==> src/rtl/nco_freq_meter.sv <==
`default_nettype none
// ============================================================================
// Module      : nco_freq_meter
// Description : Measures the frequency of an unsigned sample stream. Rising
//               midscale crossings (with hysteresis) delimit periods counted
//               in accepted samples; each period is turned into a Q32.32 Hz
//               frequency by a 64-step restoring divider.
// Revision    : 1.0 - initial release
// ============================================================================
module nco_freq_meter #(
    parameter int CLK_FREQ    = 50000000,
    parameter int BIT_DEPTH   = 8,
    parameter int SAMPLE_RATE = 48000,
    parameter int MAX_PERIOD  = 65535,
    parameter int PERIOD_W    = $clog2(MAX_PERIOD + 1)
) (
    input  logic                 clk,
    input  logic                 rst,
    input  logic [BIT_DEPTH-1:0] sample_in,
    input  logic                 sample_valid,
    input  logic [BIT_DEPTH-1:0] hysteresis,
    output logic [63:0]          frequency,
    output logic [PERIOD_W-1:0]  period,
    output logic                 freq_valid,
    output logic                 no_signal,
    output logic                 busy
);

    // Parameter sanity: the sample rate must be a real rate no faster than clk.
    generate
        if (SAMPLE_RATE < 1 || CLK_FREQ < SAMPLE_RATE || MAX_PERIOD < 2) begin : g_bad_params
            $error("nco_freq_meter: invalid SAMPLE_RATE/CLK_FREQ/MAX_PERIOD");
        end
    endgenerate

    localparam logic [BIT_DEPTH:0]  c_HALF      = {2'b01, {(BIT_DEPTH-1){1'b0}}};
    localparam logic [BIT_DEPTH:0]  c_FULL      = {1'b0, {BIT_DEPTH{1'b1}}};
    localparam logic [PERIOD_W-1:0] c_MAX       = PERIOD_W'(MAX_PERIOD);
    localparam logic [PERIOD_W-1:0] c_MAX_M1    = PERIOD_W'(MAX_PERIOD - 1);
    localparam logic [63:0]         c_NUMERATOR = {32'(SAMPLE_RATE), 32'd0};

    localparam logic [2:0] c_ST_IDLE   = 3'd0;
    localparam logic [2:0] c_ST_ARMED  = 3'd1;
    localparam logic [2:0] c_ST_LOAD   = 3'd2;
    localparam logic [2:0] c_ST_DIVIDE = 3'd3;
    localparam logic [2:0] c_ST_DONE   = 3'd4;

    logic [2:0]          r_state;
    logic                r_level_high;
    logic [PERIOD_W-1:0] r_count;
    logic [PERIOD_W-1:0] r_divisor;
    logic [PERIOD_W-1:0] r_pend_period;
    logic                r_pend_valid;
    logic                r_to_pend;
    logic [PERIOD_W-1:0] r_rem;
    logic [63:0]         r_quo;
    logic [5:0]          r_iter;
    logic [63:0]         r_frequency;
    logic [PERIOD_W-1:0] r_period;
    logic                r_freq_valid;
    logic                r_no_signal;

    logic [BIT_DEPTH:0]  w_hyst_ext;
    logic [BIT_DEPTH:0]  w_sample_ext;
    logic [BIT_DEPTH:0]  w_hi_sum;
    logic [BIT_DEPTH:0]  w_hi_th;
    logic [BIT_DEPTH:0]  w_lo_th;
    logic                w_rise;
    logic                w_fall;
    logic                w_cnt_sat;
    logic                w_timeout;
    logic [PERIOD_W-1:0] w_period_now;
    logic [PERIOD_W:0]   w_rem_shift;
    logic [PERIOD_W:0]   w_div_ext;
    logic                w_sub_ok;
    logic [PERIOD_W-1:0] w_rem_next;
    logic [63:0]         w_quo_next;

    // Thresholds in one extra bit so midscale plus a large dead band cannot wrap.
    always_comb begin
        w_hyst_ext   = {1'b0, hysteresis};
        w_sample_ext = {1'b0, sample_in};
        w_hi_sum     = c_HALF + w_hyst_ext;
        w_hi_th      = (w_hi_sum > c_FULL) ? c_FULL : w_hi_sum;
        w_lo_th      = (w_hyst_ext >= c_HALF) ? '0 : (c_HALF - w_hyst_ext);
        w_rise       = sample_valid && !r_level_high && (w_sample_ext >= w_hi_th);
        w_fall       = sample_valid &&  r_level_high && (w_sample_ext <= w_lo_th);
    end

    // Period of the current crossing includes the crossing sample; a saturated
    // counter reports MAX_PERIOD. Timeout fires only on the step into saturation.
    always_comb begin
        w_cnt_sat    = (r_count == c_MAX);
        w_period_now = w_cnt_sat ? c_MAX : (r_count + PERIOD_W'(1));
        w_timeout    = sample_valid && !w_rise && (r_count == c_MAX_M1);
    end

    // One restoring-division step: shift in the next numerator bit, subtract if it fits.
    always_comb begin
        w_rem_shift = {r_rem, r_quo[63]};
        w_div_ext   = {1'b0, r_divisor};
        w_sub_ok    = (w_rem_shift >= w_div_ext);
        w_rem_next  = w_sub_ok ? PERIOD_W'(w_rem_shift - w_div_ext) : w_rem_shift[PERIOD_W-1:0];
        w_quo_next  = {r_quo[62:0], w_sub_ok};
    end

    // Level tracker with hysteresis: only accepted samples move it.
    always_ff @(posedge clk) begin
        if (rst) begin
            r_level_high <= 1'b0;
        end else if (w_rise) begin
            r_level_high <= 1'b1;
        end else if (w_fall) begin
            r_level_high <= 1'b0;
        end
    end

    // Sample counter runs in every state, restarts on a crossing, saturates at MAX_PERIOD.
    always_ff @(posedge clk) begin
        if (rst) begin
            r_count <= '0;
        end else if (sample_valid) begin
            if (w_rise) begin
                r_count <= '0;
            end else if (!w_cnt_sat) begin
                r_count <= r_count + PERIOD_W'(1);
            end
        end
    end

    // Measurement FSM, divider datapath and registered result outputs.
    always_ff @(posedge clk) begin
        if (rst) begin
            r_state       <= c_ST_IDLE;
            r_divisor     <= '0;
            r_pend_period <= '0;
            r_pend_valid  <= 1'b0;
            r_to_pend     <= 1'b0;
            r_rem         <= '0;
            r_quo         <= '0;
            r_iter        <= '0;
            r_frequency   <= '0;
            r_period      <= '0;
            r_freq_valid  <= 1'b0;
            r_no_signal   <= 1'b1;
        end else begin
            r_freq_valid <= 1'b0;
            case (r_state)
                c_ST_IDLE: begin
                    // First crossing only establishes a period start.
                    if (w_rise) begin
                        r_state <= c_ST_ARMED;
                    end
                end

                c_ST_ARMED: begin
                    if (w_rise) begin
                        r_divisor <= w_period_now;
                        r_state   <= c_ST_LOAD;
                    end else if (w_timeout || r_to_pend) begin
                        r_to_pend <= 1'b1;
                        r_state   <= c_ST_DONE;
                    end
                end

                c_ST_LOAD: begin
                    r_rem  <= '0;
                    r_quo  <= c_NUMERATOR;
                    r_iter <= '0;
                    r_state <= c_ST_DIVIDE;
                    if (w_rise) begin
                        r_pend_period <= w_period_now;
                        r_pend_valid  <= 1'b1;
                    end
                    if (w_timeout) begin
                        r_to_pend <= 1'b1;
                    end
                end

                c_ST_DIVIDE: begin
                    r_rem  <= w_rem_next;
                    r_quo  <= w_quo_next;
                    r_iter <= r_iter + 6'd1;
                    if (r_iter == 6'd63) begin
                        r_state <= c_ST_DONE;
                    end
                    // Single pending slot: the newest crossing overwrites older ones.
                    if (w_rise) begin
                        r_pend_period <= w_period_now;
                        r_pend_valid  <= 1'b1;
                    end
                    if (w_timeout) begin
                        r_to_pend <= 1'b1;
                    end
                end

                c_ST_DONE: begin
                    r_freq_valid <= 1'b1;
                    if (r_to_pend) begin
                        // Signal lost: a running division's result is superseded.
                        r_frequency  <= '0;
                        r_period     <= '0;
                        r_no_signal  <= 1'b1;
                        r_pend_valid <= 1'b0;
                        r_to_pend    <= 1'b0;
                        r_state      <= c_ST_IDLE;
                    end else begin
                        r_frequency <= r_quo;
                        r_period    <= r_divisor;
                        r_no_signal <= 1'b0;
                        if (w_timeout) begin
                            r_to_pend <= 1'b1;
                        end
                        if (w_rise) begin
                            r_divisor    <= w_period_now;
                            r_pend_valid <= 1'b0;
                            r_state      <= c_ST_LOAD;
                        end else if (r_pend_valid) begin
                            r_divisor    <= r_pend_period;
                            r_pend_valid <= 1'b0;
                            r_state      <= c_ST_LOAD;
                        end else begin
                            r_state <= c_ST_ARMED;
                        end
                    end
                end

                default: begin
                    r_state <= c_ST_IDLE;
                end
            endcase
        end
    end

    assign frequency  = r_frequency;
    assign period     = r_period;
    assign freq_valid = r_freq_valid;
    assign no_signal  = r_no_signal;
    assign busy       = (r_state == c_ST_LOAD) || (r_state == c_ST_DIVIDE);

endmodule
`default_nettype wire

==> config.mk <==
export PLATFORM = sky130hd
export DESIGN_NAME = nco_freq_meter
export DESIGN_NICKNAME = d
export VERILOG_FILES = /design/src/rtl/nco_freq_meter.sv
export SDC_FILE = /design/constraint.sdc
export NUM_CORES = 1
export LEC_CHECK = 0
export CAP_MARGIN = 20
export CORE_MARGIN = 2
export CORE_UTILIZATION = 30
export DETAILED_ROUTE_END_ITERATION = 10
export SLEW_MARGIN = 10
export SYNTH_ARGS = -nofsm -noshare
export SYNTH_HDL_FRONTEND = slang
export SYNTH_SLANG_ARGS = --single-unit
==> constraint.sdc <==
create_clock -name clk -period 2.7 [get_ports clk]
set_clock_uncertainty 0.05 [all_clocks]
set_input_delay 0.27 -clock clk [delete_from_list [all_inputs] [get_ports clk]]
set_output_delay 0.27 -clock clk [all_outputs]
set_load 0.05 [all_outputs]
==> results of run 1 <==
## state kept, by name, indices dropped and copies added, names as in the netlist
signal         count
frequency         64
r_quo             64
period            16
r_count           16
r_divisor         16
r_pend_period     16
r_rem             16
r_iter             6
r_state            3
freq_valid         1
no_signal          1
r_level_high       1
r_pend_valid       1
r_to_pend          1
## metrics by stage
stage	total power [µW]	area, µm²	setup TNS, ps
after floorplan	3970	10360	0
after global placement	4232	12100	-682.7
after detailed placement	4244	12100	-2418
after CTS	7495	12870	0
after global routing	7721	12870	0
final	7399	12870	0
## cells in the mapped netlist, types with 5 or more instances
cell,count,share of area (%)
sky130_fd_sc_hd__dfxtp_1,222,43
sky130_fd_sc_hd__a21oi_1,181,8.7
sky130_fd_sc_hd__nor2_1,176,6.4
sky130_fd_sc_hd__nand2_1,161,5.8
sky130_fd_sc_hd__clkbuf_1,80,2.9
sky130_fd_sc_hd__nand3_1,80,3.9
sky130_fd_sc_hd__nor3b_1,59,4.3
sky130_fd_sc_hd__ha_1,37,4.5
sky130_fd_sc_hd__inv_1,37,1.3
sky130_fd_sc_hd__nor3_1,37,1.8
sky130_fd_sc_hd__o21ai_0,23,1.1
sky130_fd_sc_hd__xor2_1,20,1.7
sky130_fd_sc_hd__a211oi_1,15,1.1
sky130_fd_sc_hd__a311oi_1,15,1.3
sky130_fd_sc_hd__mux2i_1,13,1.3
sky130_fd_sc_hd__xnor2_1,12,1.0
sky130_fd_sc_hd__nand4_1,11,0.66
sky130_fd_sc_hd__o211ai_1,11,0.80
sky130_fd_sc_hd__nand2b_1,10,0.60
sky130_fd_sc_hd__buf_2,8,0.39
sky130_fd_sc_hd__a31oi_1,7,0.42
sky130_fd_sc_hd__and3_1,7,0.42
sky130_fd_sc_hd__buf_1,7,0.25
sky130_fd_sc_hd__o21a_1,6,0.43
sky130_fd_sc_hd__a21o_1,5,0.36
sky130_fd_sc_hd__and4_1,5,0.42
sky130_fd_sc_hd__or2_2,5,0.30
## final cells by class
class,instances,share of cell area (%)
clock buffer,35,5.229
clock inverter,8,0.7484
inverter,38,1.108
multi-input combinational,953,42.06
sequential,222,34.54
tap,455,4.422
timing repair buffer,152,11.89
## cell families (layout without fill, tap and decap cells)
kind of cell	after synthesis	in the layout	synth area share [%]
and+or+nand+nor	572	572	26.09
AOI/OAI and AO/OA	293	293	16.89
DFF	222	222	42.88
buffers and inverters	134	233	5.022
adders and majority gates	38	38	4.660
xor gates and xnor gates	32	32	2.704
muxes	16	16	1.690
other	2	2	0.07246
## power breakdown
group / leakage, µW / internal [µW] / switching, µW
clock: 0.000374 / 1920 / 1300
sequential: 0.00179 / 3310 / 28.2
combinational: 0.00236 / 321 / 520
total: 0.00453 / 5550 / 1850
## metal layers
layer  part of all wire (%)  up-vias  wire (µm)
li1                       -     4695          -
met1                     48     4306      12780
met2                     46      149      12290
met3                    3.7       34        993
met4                    2.0        0        536
met5                      0        -          0
## worst max-delay path: cells and delay by family, from the launching register on
kind / cells / cell delay, ps
adders and majority gates: 1 / 370
buffers and inverters: 1 / 80
and+or+nand+nor: 2 / 380
muxes: 1 / 240
DFF: 1 / 340
AOI/OAI and AO/OA: 4 / 950
## worst paths after layout
path	startpoint	endpoint	slack, ps	cells past startpoint
worst max register to register	r_divisor[2]	r_rem[14]	150	9
worst min-delay path	rst	period[15]	50	2
worst max-delay path	r_divisor[2]	r_rem[14]	150	9
worst min register to register	r_quo[38]	r_quo[38]	400	2
==> impl_metrics.csv, run 1 <==
group,metric,value,unit
global_route,grt_first_pass_wirelength,44.04,mm
critical_path,critical_path.endpoint_type,"register",
synth,number_of_enable_flip_flop_cells_after_synthesis,0,
clock_tree,clkSlewWorstSetupHoldPaths,60,ps
final_layout,register_area,4447,µm²
final_layout,area_delta_synth_final,24.20,%
synth,asyncSetResetFlopFracSynth,0,%
final_layout,layout_commonest_cell,"sky130_fd_sc_hd__dfxtp_1",
critical_path,critPathMaxStageDelay,490,ps
die,core_region_area,34290,µm²
routing,detail_route.wl_per_cell,14.28,µm
global_route,globalRoute.busiestLayer,"met2",
global_route,grtUsageMet2,24.23,%
synth,number_of_synthesis_warnings,0,
critical_path,setup.worst_path.start_class,"register",
die,dieHeight,189.9,µm
clock_tree,cts_hold_buf,0,
critical_path,crit_path_max_fanout,6,
routing,antenna_violating_nets_post_route,0,
routing,dr.first_iter.drc_count,532,
placement,io_buffers,101,
global_route,globalRoute.totalOverflow,0,
synth,syn-num-nets,1366,
clock_tree,h-tree-depth,1,
synth,yosysSeqAreaShare,42.88,%
synth,synth_seq_cells,222,
clock_tree,cts-root-to-sink-buffers,3,
power_and_ir_drop,peak_supply_drop,0.0004319,V
final_layout,final.fill_count,3469,
sta,timing_max_transition_violations_final,0,
synth,synth-main-ff-cell,"sky130_fd_sc_hd__dfxtp_1",
final_layout,design.final.nets,1449,
placement,dpl.hpwl,17.64,mm
die,floorplan.initialDensity,30.23,%
placement,post-place-cells,1820,
synth,postSynthAreaPerCell,7.918,µm²
sta,max_freq,391.8,MHz
critical_path,cp.required,3020,ps
clock_tree,post-cts-setup-buffer-count,0,
clock_tree,cts_repair_resize_count,0,
sta,fin_ws,147.6,ps
critical_path,critPathSlowestCell,"sky130_fd_sc_hd__o41ai_2",
placement,dp_worst_setup_slack,-249.8,ps
final_layout,antennaDiodeCount,0,
sta,tightest_slew,906.4,ps
sta,max-slew-margin-rel,39.35,%
global_route,grt_start_max_net_pins,95,
synth,mappedNetlistArea,10360,µm²
routing,dr_pass1_iterations,5,
final_layout,footprint_of_the_multi_input_gates,5415,µm²
sta,timing.final.crit_period,2552,ps
sta,timing_hold_violations_final,0,
final_layout,layout.cells.most_common_list,"sky130_fd_sc_hd__dfxtp_1, sky130_fd_sc_hd__a21oi_1, sky130_fd_sc_hd__nor2_1",
sta,rsz0062_at_grt,"false",
routing,num_vias,9184,
global_route,groute.layer.met1.usage,19.71,%
die,dieArea,36050,µm²
job,cap_viol_max_count,0,
global_route,first_global_vias,8621,
sta,finalSetupViolations,0,
global_route,track_usage,14.53,%
critical_path,crit_path_cell_trace,"inv_1, ha_1, nor2b_1, o31ai_2, a21oi_1, o41ai_2, mux2i_1, and3_1, o31ai_1",
sta,fin_crit_sh,94.53,%
worst_hold_path,min-delay-path-class,"in2reg",
sta,final.hold.worst_slack,51.01,ps
placement,gpl.final_weighted_congestion,0.8548,
routing,via_per_inst,4.930,
synth,synth.distinct_cells,64,
clock_tree,insertion_delay,510,ps
routing,totalWireLength,26.60,mm
die,ioPinCount,102,
outcome,status,"finished clean",
power_and_ir_drop,power_density,574.7,nW/µm²
global_route,grt_antenna_before_repair,0,
synth,synthesis.instances,1309,
clock_tree,clock_sinks,222,
clock_tree,cts_buffers,25,
routing,post-route-drc-count,0,
die,die_x,189.9,µm
clock_tree,root_buffer,"sky130_fd_sc_hd__clkbuf_16",
clock_tree,tritoncts_clock_tree,"yes",
power_and_ir_drop,static_leakage,0.004526,µW
die,std_cell_rows,68,
critical_path,timing.setup.critical_path_class,"reg2reg",
final_layout,postLayoutCoreUtil,37.55,%
critical_path,worst-endpoint-arrival,2870,ps
final_layout,post_route_cells_drive_above_1_share,8.026,%
global_route,grt.met3_usage,2.195,%
final_layout,instances_no_fill,1863,
Note: power is estimated with default switching activity, not from simulation.
==> inputs of run 2 (changes only) <==
--- a/config.mk
+++ b/config.mk
@@ -8,6 +8,7 @@
 export CAP_MARGIN = 20
 export CORE_MARGIN = 2
 export CORE_UTILIZATION = 30
+export CTS_CLUSTER_DIAMETER = 30
 export DETAILED_ROUTE_END_ITERATION = 10
 export SLEW_MARGIN = 10
 export SYNTH_ARGS = -nofsm -noshare
==> impl_metrics.csv, run 2 (synthesis gave the netlist of run 1 again) <==
group,metric,value,unit
final_layout,final.fill_count,3365,
routing,num_vias,9311,
critical_path,critPathMaxStageDelay,370,ps
routing,via_per_inst,4.867,
routing,dr_pass1_iterations,4,
routing,totalWireLength,27.18,mm
final_layout,post_route_cells_drive_above_1_share,11.32,%
clock_tree,post-cts-setup-buffer-count,0,
sta,tightest_slew,894.2,ps
routing,post-route-drc-count,0,
clock_tree,h-tree-depth,2,
routing,antenna_violating_nets_post_route,0,
placement,dpl.hpwl,17.64,mm
final_layout,area_delta_synth_final,35.30,%
clock_tree,clock_sinks,222,
critical_path,worst_setup_slack_for_register_to_register_paths,140,ps
clock_tree,clkSlewWorstSetupHoldPaths,50,ps
routing,detail_route.wl_per_cell,14.21,µm
power_and_ir_drop,power_density,787.0,nW/µm²
global_route,grt_start_max_net_pins,95,
critical_path,worst-endpoint-arrival,2960,ps
critical_path,crit_path_cell_trace,"inv_1, ha_1, o21ai_1, a21oi_1, o31a_1, o41ai_4, a21oi_2, buf_4, and3_1, o31ai_1",
clock_tree,cts-root-to-sink-buffers,3,
placement,placed_instance_area,12100,µm²
outcome,status,"finished clean",
critical_path,rr_endpoint,"r_rem[14]",
final_layout,stdcell_area,14020,µm²
placement,io_buffers,101,
critical_path,critPathSlowestCell,"sky130_fd_sc_hd__ha_1",
clock_tree,cts_buffers,50,
sta,max_freq,390.7,MHz
final_layout,design.final.nets,1474,
critical_path,crit_path_max_fanout,11,
die,die_x,189.9,µm
global_route,first_global_vias,8868,
sta,max-slew-margin-rel,40.16,%
power_and_ir_drop,peak_supply_drop,0.0003771,V
worst_hold_path,min-delay-path-class,"in2reg",
routing,dr.first_iter.drc_count,528,
global_route,grt_first_pass_wirelength,44.95,mm
worst_hold_path,hold_depth,2,
sta,timing_max_transition_violations_final,0,
power_and_ir_drop,static_leakage,0.005071,µW
critical_path,source_of_the_worst_register_to_register_timing_path,"r_divisor[2]",
critical_path,critical_path.endpoint_type,"register",
die,dieHeight,189.9,µm
die,std_cell_rows,68,
sta,finalSetupViolations,0,
die,core_region_area,34290,µm²
die,floorplan.initialDensity,30.23,%
clock_tree,root_buffer,"sky130_fd_sc_hd__clkbuf_16",
critical_path,ff2ff_path_depth,10,
placement,post-place-cells,1820,
clock_tree,tritoncts_clock_tree,"yes",
global_route,globalRoute.totalOverflow,0,
worst_hold_path,hold_path.startpoint,"rst",
final_layout,layout.cells.most_common_list,"sky130_fd_sc_hd__dfxtp_1, sky130_fd_sc_hd__a21oi_1, sky130_fd_sc_hd__nor2_1",
sta,fin_crit_sh,94.80,%
job,cap_viol_max_count,0,
critical_path,setup.worst_path.start_class,"register",
die,ioPinCount,102,
sta,timing_hold_violations_final,0,
critical_path,timing.setup.critical_path_class,"reg2reg",
global_route,track_usage,14.91,%
worst_hold_path,worst_hold_path.endpoint,"period[15]",
global_route,grt_antenna_before_repair,0,
sta,timing.final.crit_period,2559,ps
critical_path,cp.required,3100,ps
final_layout,antennaDiodeCount,0,
sta,tns,0,ps
final_layout,instances_no_fill,1913,
sta,rsz0062_at_grt,"false",
final_layout,layout_commonest_cell,"sky130_fd_sc_hd__dfxtp_1",
clock_tree,insertion_delay,540,ps
die,dieArea,36050,µm²
placement,gpl.final_weighted_congestion,0.8548,
-- run 2: cell types whose count changed in the layout (fill, tap and decap cells not counted), sizes merged --
| cell | delta |
|---|---|
| clkinv | +1 |
| bufinv | +12 |
| clkbuf | +30 |
| clkinvlp | +5 |
| inv | +2 |
-- run 2: layout make-up --
class,instances,area (µm²),share of cell area (%)
Multi-Input combinational cell,953,5415,38.62
Sequential cell,222,4447,31.71
Timing Repair Buffer,152,1530,10.91
Clock buffer,65,1399,9.975
Tap cell,455,569.3,4.060
Clock inverter,28,520.5,3.712
Inverter,38,142.6,1.017
-- run 2: through the flow --
stage	utilization (%)	hold WS (ps)	setup WS [ps]	power [µW]
2_1_floorplan	-	371.5	289.3	3970
3_3_place_gp	35.29	388.7	-214.8	4232
3_5_place_dp	35.29	396.8	-249.8	4244
4_1_cts	40.88	7.980	130.9	11150
5_1_grt	40.90	23.78	9.932	11400
6_report	40.90	20.06	140.5	11040
-- run 2: critical path, delay by kind of cell, from the launching register on --
kind            cells  cell delay [ps]
fa+ha+maj           1              370
simple gates        1              210
buf+inv             2              290
compound gates      6             1200
flops               1              350
-- run 2: how the worst max path moves through the flow --
stage / cells past startpoint / endpoint / start
after global placement: 13 / r_level_high / hysteresis[3]
after detailed placement: 13 / r_level_high / hysteresis[3]
after floorplan: 11 / r_divisor[5] / hysteresis[7]
final: 10 / r_rem[14] / r_divisor[2]
after CTS: 10 / r_rem[14] / r_divisor[2]
after global routing: 8 / r_count[13] / r_count[1]
-- run 2: metal layers --
metal	up-vias	track usage, %	wire [µm]
li1	4775	-	-
met1	4318	19.54	12950
met2	174	24.73	12560
met3	44	2.601	1171
met4	0	5.098	501
met5	-	0	0
-- run 2: power breakdown --
group	switching (µW)	internal (µW)
Clock	1890	4960
Sequential	28.1	3320
Combinational	518	320
-- run 2: what timing repair did --
action,in CTS,in global routing
resized for setup,0,1
hold buffers,0,0
setup endpoints to repair,0,1
